<file path="config.mk">
export PLATFORM = sky130hd
export DESIGN_NAME = onehot_dispatch_3to8
export DESIGN_NICKNAME = d
export VERILOG_FILES = /design/src/rtl/enc_pkg.sv /design/src/rtl/idx_fifo.sv /design/src/rtl/onehot_dispatch_3to8.sv
export SDC_FILE = /design/constraint.sdc
export NUM_CORES = 1
export LEC_CHECK = 0
export BUFFER_PORTS_ARGS = -buffer_cell sky130_fd_sc_hd__buf_2
export CAP_MARGIN = 30
export CELL_PAD_IN_SITES_DETAIL_PLACEMENT = 1
export CELL_PAD_IN_SITES_GLOBAL_PLACEMENT = 1
export CORE_MARGIN = 5
export CORE_UTILIZATION = 39
export DETAILED_ROUTE_END_ITERATION = 7
export GPL_ROUTABILITY_DRIVEN = 0
export PLACE_DENSITY_LB_ADDON = 0.1
export SLEW_MARGIN = 30
export SYNTH_ARGS = -nofsm -noshare
export SYNTH_HDL_FRONTEND = slang
export SYNTH_SLANG_ARGS = --single-unit
</file>
<file path="constraint.sdc">
create_clock -name clk -period 2.01 [get_ports clk]
set_clock_uncertainty 0.05 [all_clocks]
set_input_delay 0.1005 -clock clk [delete_from_list [all_inputs] [get_ports clk]]
set_output_delay 0.1005 -clock clk [all_outputs]
set_load 0.005 [all_outputs]
</file>
<file path="src/rtl/enc_pkg.sv">
// rtl/enc_pkg.sv - shared line/index constants, dispatch state enum, index-to-one-hot helper
package enc_pkg;

  localparam int LINE_N = 8;
  localparam int IDX_W  = 3;

  typedef enum logic [1:0] {
    IDLE  = 2'd0,
    DRIVE = 2'd1,
    GAP   = 2'd2
  } dispatch_state_t;

  function automatic logic [LINE_N-1:0] idx_to_onehot(input logic [IDX_W-1:0] idx);
    idx_to_onehot      = '0;
    idx_to_onehot[idx] = 1'b1;
  endfunction

endpackage

</file>
<file path="src/rtl/idx_fifo.sv">
// rtl/idx_fifo.sv - synchronous show-ahead FIFO of line indices with count/full/empty
module idx_fifo #(
  parameter int WIDTH = 3,
  parameter int DEPTH = 4
) (
  input  logic                     clk,
  input  logic                     rst_n,
  input  logic                     i_wr_en,
  input  logic [WIDTH-1:0]         i_wr_data,
  input  logic                     i_rd_en,
  output logic [WIDTH-1:0]         o_rd_data,
  output logic [$clog2(DEPTH):0]   o_count,
  output logic                     o_full,
  output logic                     o_empty
);

  localparam int AW = $clog2(DEPTH);
  localparam int CW = AW + 1;

  logic [WIDTH-1:0] r_mem [DEPTH];
  logic [AW-1:0]    r_wr_ptr;
  logic [AW-1:0]    r_rd_ptr;
  logic [CW-1:0]    r_count;
  logic             w_wr;
  logic             w_rd;

  assign o_full    = (r_count == CW'(DEPTH));
  assign o_empty   = (r_count == '0);
  assign o_count   = r_count;
  assign o_rd_data = r_mem[r_rd_ptr];

  // Full blocks writes even when a read frees a slot in the same cycle.
  assign w_wr = i_wr_en && !o_full;
  assign w_rd = i_rd_en && !o_empty;

  always_ff @(posedge clk or negedge rst_n) begin
    if (!rst_n) begin
      r_wr_ptr <= '0;
      r_rd_ptr <= '0;
      r_count  <= '0;
    end else begin
      if (w_wr) r_wr_ptr <= r_wr_ptr + AW'(1);
      if (w_rd) r_rd_ptr <= r_rd_ptr + AW'(1);
      case ({w_wr, w_rd})
        2'b10:   r_count <= r_count + CW'(1);
        2'b01:   r_count <= r_count - CW'(1);
        default: r_count <= r_count;
      endcase
    end
  end

  always_ff @(posedge clk) begin
    if (w_wr) r_mem[r_wr_ptr] <= i_wr_data;
  end

endmodule

</file>
<file path="src/rtl/onehot_dispatch_3to8.sv">
// rtl/onehot_dispatch_3to8.sv - queued 3-bit index to one-hot request dispatcher; optional DISPATCH_TIMEOUT_EN
module onehot_dispatch_3to8
  import enc_pkg::*;
#(
  parameter int DEPTH       = 4,
  parameter int CNT_W       = 16,
  parameter int TIMEOUT_CYC = 255
) (
  input  logic              clk,
  input  logic              rst_n,
  input  logic [IDX_W-1:0]  in_code,
  input  logic              in_valid,
  output logic              in_ready,
  output logic [LINE_N-1:0] out_onehot,
  output logic              out_valid,
  input  logic [LINE_N-1:0] ack,
  output logic              stray_ack,
  output logic              busy,
  output logic [CNT_W-1:0]  dispatch_cnt,
  output logic              timeout_err
);

  localparam int CW = $clog2(DEPTH) + 1;

  dispatch_state_t   r_state;
  dispatch_state_t   w_next;
  logic [LINE_N-1:0] r_onehot;
  logic              r_valid;
  logic [CNT_W-1:0]  r_cnt;
  logic [IDX_W-1:0]  w_head;
  logic [CW-1:0]     w_count;
  logic              w_full;
  logic              w_empty;
  logic              w_pop;
  logic              w_done;
  logic              w_hit;
  logic              w_tmo;

  idx_fifo #(
    .WIDTH (IDX_W),
    .DEPTH (DEPTH)
  ) u_fifo (
    .clk       (clk),
    .rst_n     (rst_n),
    .i_wr_en   (in_valid),
    .i_wr_data (in_code),
    .i_rd_en   (w_pop),
    .o_rd_data (w_head),
    .o_count   (w_count),
    .o_full    (w_full),
    .o_empty   (w_empty)
  );

  assign w_hit = |(ack & r_onehot);

`ifdef DISPATCH_TIMEOUT_EN
  localparam int TMO_W = $clog2(TIMEOUT_CYC + 1);

  logic [TMO_W-1:0] r_tmo_cnt;
  logic             r_tmo_err;

  // Fires on the TIMEOUT_CYC-th DRIVE cycle; a same-cycle ack takes priority.
  assign w_tmo = (r_state == DRIVE) && !w_hit && (r_tmo_cnt == TMO_W'(TIMEOUT_CYC - 1));

  always_ff @(posedge clk or negedge rst_n) begin
    if (!rst_n) begin
      r_tmo_cnt <= '0;
      r_tmo_err <= 1'b0;
    end else begin
      r_tmo_err <= w_tmo;
      if (w_pop)                  r_tmo_cnt <= '0;
      else if (r_state == DRIVE)  r_tmo_cnt <= r_tmo_cnt + TMO_W'(1);
    end
  end

  assign timeout_err = r_tmo_err;
`else
  assign w_tmo       = 1'b0;
  assign timeout_err = 1'b0 & (TIMEOUT_CYC != 0);
`endif

  always_ff @(posedge clk or negedge rst_n) begin
    if (!rst_n) r_state <= IDLE;
    else        r_state <= w_next;
  end

  always_comb begin
    w_next = r_state;
    w_pop  = 1'b0;
    w_done = 1'b0;
    case (r_state)
      IDLE: begin
        if (!w_empty) begin
          w_pop  = 1'b1;
          w_next = DRIVE;
        end
      end
      DRIVE: begin
        if (w_hit) begin
          w_done = 1'b1;
          w_next = GAP;
        end else if (w_tmo) begin
          w_next = GAP;
        end
      end
      GAP:     w_next = IDLE;
      default: w_next = IDLE;
    endcase
  end

  always_ff @(posedge clk or negedge rst_n) begin
    if (!rst_n) begin
      r_onehot <= '0;
      r_valid  <= 1'b0;
      r_cnt    <= '0;
    end else begin
      if (w_pop) begin
        r_onehot <= idx_to_onehot(w_head);
        r_valid  <= 1'b1;
      end else if ((r_state == DRIVE) && (w_hit || w_tmo)) begin
        r_onehot <= '0;
        r_valid  <= 1'b0;
      end
      if (w_done) r_cnt <= r_cnt + CNT_W'(1);
    end
  end

  assign in_ready     = !w_full;
  assign out_onehot   = r_onehot;
  assign out_valid    = r_valid;
  assign dispatch_cnt = r_cnt;
  assign stray_ack    = |(ack & ~r_onehot);
  assign busy         = (w_count != '0) || (r_state != IDLE);

endmodule
</file>
==> impl_metrics.env <==
export IMPL_row_count=27
export IMPL_seq_area_frac_synth_pct=56.1
export IMPL_startpoint_type="register"
export IMPL_fmax_mhz=529
export IMPL_min_from="in_valid"
export IMPL_synthTopCellsByArea="dfrtp_1, edfxtp_1, xnor2_1"
export IMPL_clockBufferDepth=2
export IMPL_dr_first_iter_drc_count=52
export IMPL_yosysTopAreaCell="dfrtp_1"
export IMPL_required_ns=2.14
export IMPL_firstDrtPassIters=4
export IMPL_p_clk_share_pct=16.5
export IMPL_first_global_vias=1547
export IMPL_hpwl_um=3460
export IMPL_die_y_um=84.4
export IMPL_routed_wl_um=4520
export IMPL_cts_root_buf="clkbuf_8"
export IMPL_power_frac_seq_pct=44.8
export IMPL_syn_inst=166
export IMPL_synth_ff_type="dfrtp_1"
export IMPL_worstMarginPinSlew_ns=0.774
export IMPL_max_vdd_ir_drop_v=0.000606
export IMPL_switching_power_mw=1.19
export IMPL_vias=1471
export IMPL_cts_max_level=2
export IMPL_timing_slew_headroom_pct=48.4
export IMPL_rsz0062_at_grt="true"
export IMPL_finalSetupViolCount=0
export IMPL_antenna_found_initial=0
export IMPL_io_pins=43
export IMPL_p_int_mw=2.06
export IMPL_register_area_mm2=0.00121
export IMPL_slew_violations=0
export IMPL_numPortBuffers=41
export IMPL_crit_buf_inv=1
export IMPL_hp_class="in -> reg"
export IMPL_maxCapViolCount=0
export IMPL_synth_top_cell_area_share_pct=39.4
export IMPL_diodes=0
export IMPL_synth_nets=187
export IMPL_core_region_area_mm2=0.00544
export IMPL_path_max_fanout=4
export IMPL_routedWlPerCell_um=15.6
export IMPL_grt_max_degree=35
export IMPL_synth_common_cells="dfrtp_1, xnor2_1, inv_1, edfxtp_1"
export IMPL_synth_distinct_cells=35
export IMPL_cp_top_family="adder cells"
export IMPL_ant_nets=0
export IMPL_regToRegStartpoint="u_fifo.o_count[1]$_DFFE_PN0P_"
export IMPL_path_clk_slew_ns=0.08
export IMPL_synth_edf_count=12
export IMPL_netlist_area_mm2=0.00216
export IMPL_status="complete, no violations"
export IMPL_p_leak_nw=1.20
export IMPL_cp_arrival_ns=2.02
export IMPL_overflow=0
export IMPL_fillers=581
export IMPL_synth_warnings=0
export IMPL_syn_area_per_cell_um2=13.0
export IMPL_drive_gt1_share_pct=31.3
export IMPL_p_sw_share_pct=36.5
export IMPL_powerDensity_mw_per_mm2=1260
export IMPL_postSynth_asyncResetShare_pct=73.9
export IMPL_post_synth_top_count_cell="dfrtp_1"
export IMPL_power_frac_comb_pct=38.7
export IMPL_power_total_mw=3.25
export IMPL_drc=0
export IMPL_cp_startpoint="u_fifo.o_count[1]$_DFFE_PN0P_"
export IMPL_slowest_stage="dfrtp_2"
export IMPL_die_w_um=84.4
export IMPL_crit_path_max_incr_delay_ns=0.44
export IMPL_nets=237
export IMPL_cts_num_sinks=46
export IMPL_ys_ff_latch=46
export IMPL_path_cells="nor2_1 > nand2_1 > and2_4 > inv_1 > ha_1 > fa_1 > mux2_2"
export IMPL_multiInputGateArea_um2=862
export IMPL_vias_per_cell=5.09
export IMPL_hold_viol_final=0
export IMPL_grt_pass1_wl_um=7680
export IMPL_min_period_over_period_pct=94.1
export IMPL_grt_total_usage_pct=13.4
export IMPL_cts_buffers=5
export IMPL_clock_latency_ns=0.29
export IMPL_endpoint_kind="register"
export IMPL_setup_tns_ns=0
export IMPL_initial_core_util_pct=39.7
export IMPL_syn_to_final_growth_pct=19.4
export IMPL_dieArea_mm2=0.00713
export IMPL_worstSetupPathType="reg -> reg"
export IMPL_finalCriticalPeriod_ns=1.89
export IMPL_cts_tree="yes"
## state kept, by name, summed over array words and instances (netlist names)
name / cells
dispatch_cnt: 16
out_onehot: 8
out_valid: 1
r_state: 2
u_fifo.o_count: 3
u_fifo.r_mem: 12
u_fifo.r_rd_ptr: 2
u_fifo.r_wr_ptr: 2
## cell type report
cell class                      instances  area share [%]
Timing Repair Buffer                   49            10.7
Multi-Input combinational cell        100            33.4
Sequential cell                        46            47.1
Clock buffer                            5            2.67
Clock inverter                          3           0.631
Tap cell                               72            3.49
Inverter                               14            2.04
## tightest hold or removal path: stages
cell     delay [ns]
buf_2          0.11
and2_4         0.16
xnor2_1        0.06
## layer usage
layer  global-route usage [%]  routed length (um)  vias to the layer above
li1                         -                   -                      691
met5                        0                   0                        -
met1                     17.4                2020                      740
met2                     21.7                2180                       35
met3                     4.61                 274                        5
met4                     3.02                  43                        0
## power groups by stage
| stage | Combinational, mW | Sequential, mW | Clock (mW) |
|---|---|---|---|
| after floorplan | 0.930 | 1.41 | 0 |
| after global placement | 1.19 | 1.45 | 0 |
| after detailed placement | 1.25 | 1.48 | 0 |
| after CTS | 1.26 | 1.46 | 0.558 |
| after global routing | 1.40 | 1.50 | 0.600 |
| final | 1.26 | 1.45 | 0.537 |
## per-stage QoR
stage	hold slack [ns]	instance area [um2]	worst slack, ns	utilization (%)	std cells
2_1_floorplan	-0.245	2160	0.0145	-	166
6_report	0.121	2580	0.119	47.4	289
3_3_place_gp	0.154	2440	0.105	44.9	276
3_5_place_dp	0.174	2440	0.00812	44.9	276
5_1_grt	0.136	2580	-0.00736	47.4	289
4_1_cts	0.173	2570	0.0142	47.2	288
## layout by cell type, fill, tap and decap left out, types with 5 or more instances in the layout
master	synthesis	layout
and3_1	9	9
buf_2	0	41
clkbuf_8	0	5
dfrtp_1	34	32
edfxtp_1	12	12
ha_1	6	6
inv_1	14	14
nand2_1	9	9
nand3_1	5	5
nand4_1	7	7
xnor2_1	18	18
## worst paths after layout
kind	slack, ns	end	cells after the start
setup / recovery	0.12	u_fifo.o_count[1]$_DFFE_PN0P_	7
hold / removal	0.12	u_fifo.r_wr_ptr[0]$_DFFE_PN0P_	3
setup reg to reg	0.12	u_fifo.o_count[1]$_DFFE_PN0P_	7
hold reg to reg	0.44	dispatch_cnt[15]$_DFFE_PN0P_	1
max in group asynchronous	0.99	u_fifo.o_count[1]$_DFFE_PN0P_	2
min in group asynchronous	0.38	out_onehot[3]$_DFFE_PN0P_	2
## repair_timing
action	4_1_cts	5_1_grt
hold buffers	4	0
endpoints found under the setup margin	1	2
setup buffers	0	1
hold endpoints to repair	46	0
resized for setup	1	2
## kinds of logic after synthesis
family	count (synthesis)	share of synthesized area, %
flops	46	56.1
simple gates	46	13.3
xor+xnor	21	8.52
buf+inv	20	4.35
compound gates	19	8.52
fa+ha+maj	7	4.40
mux	6	4.69
other cells	1	0.174
No activity file was read; power rests on OpenSTA's default activity.
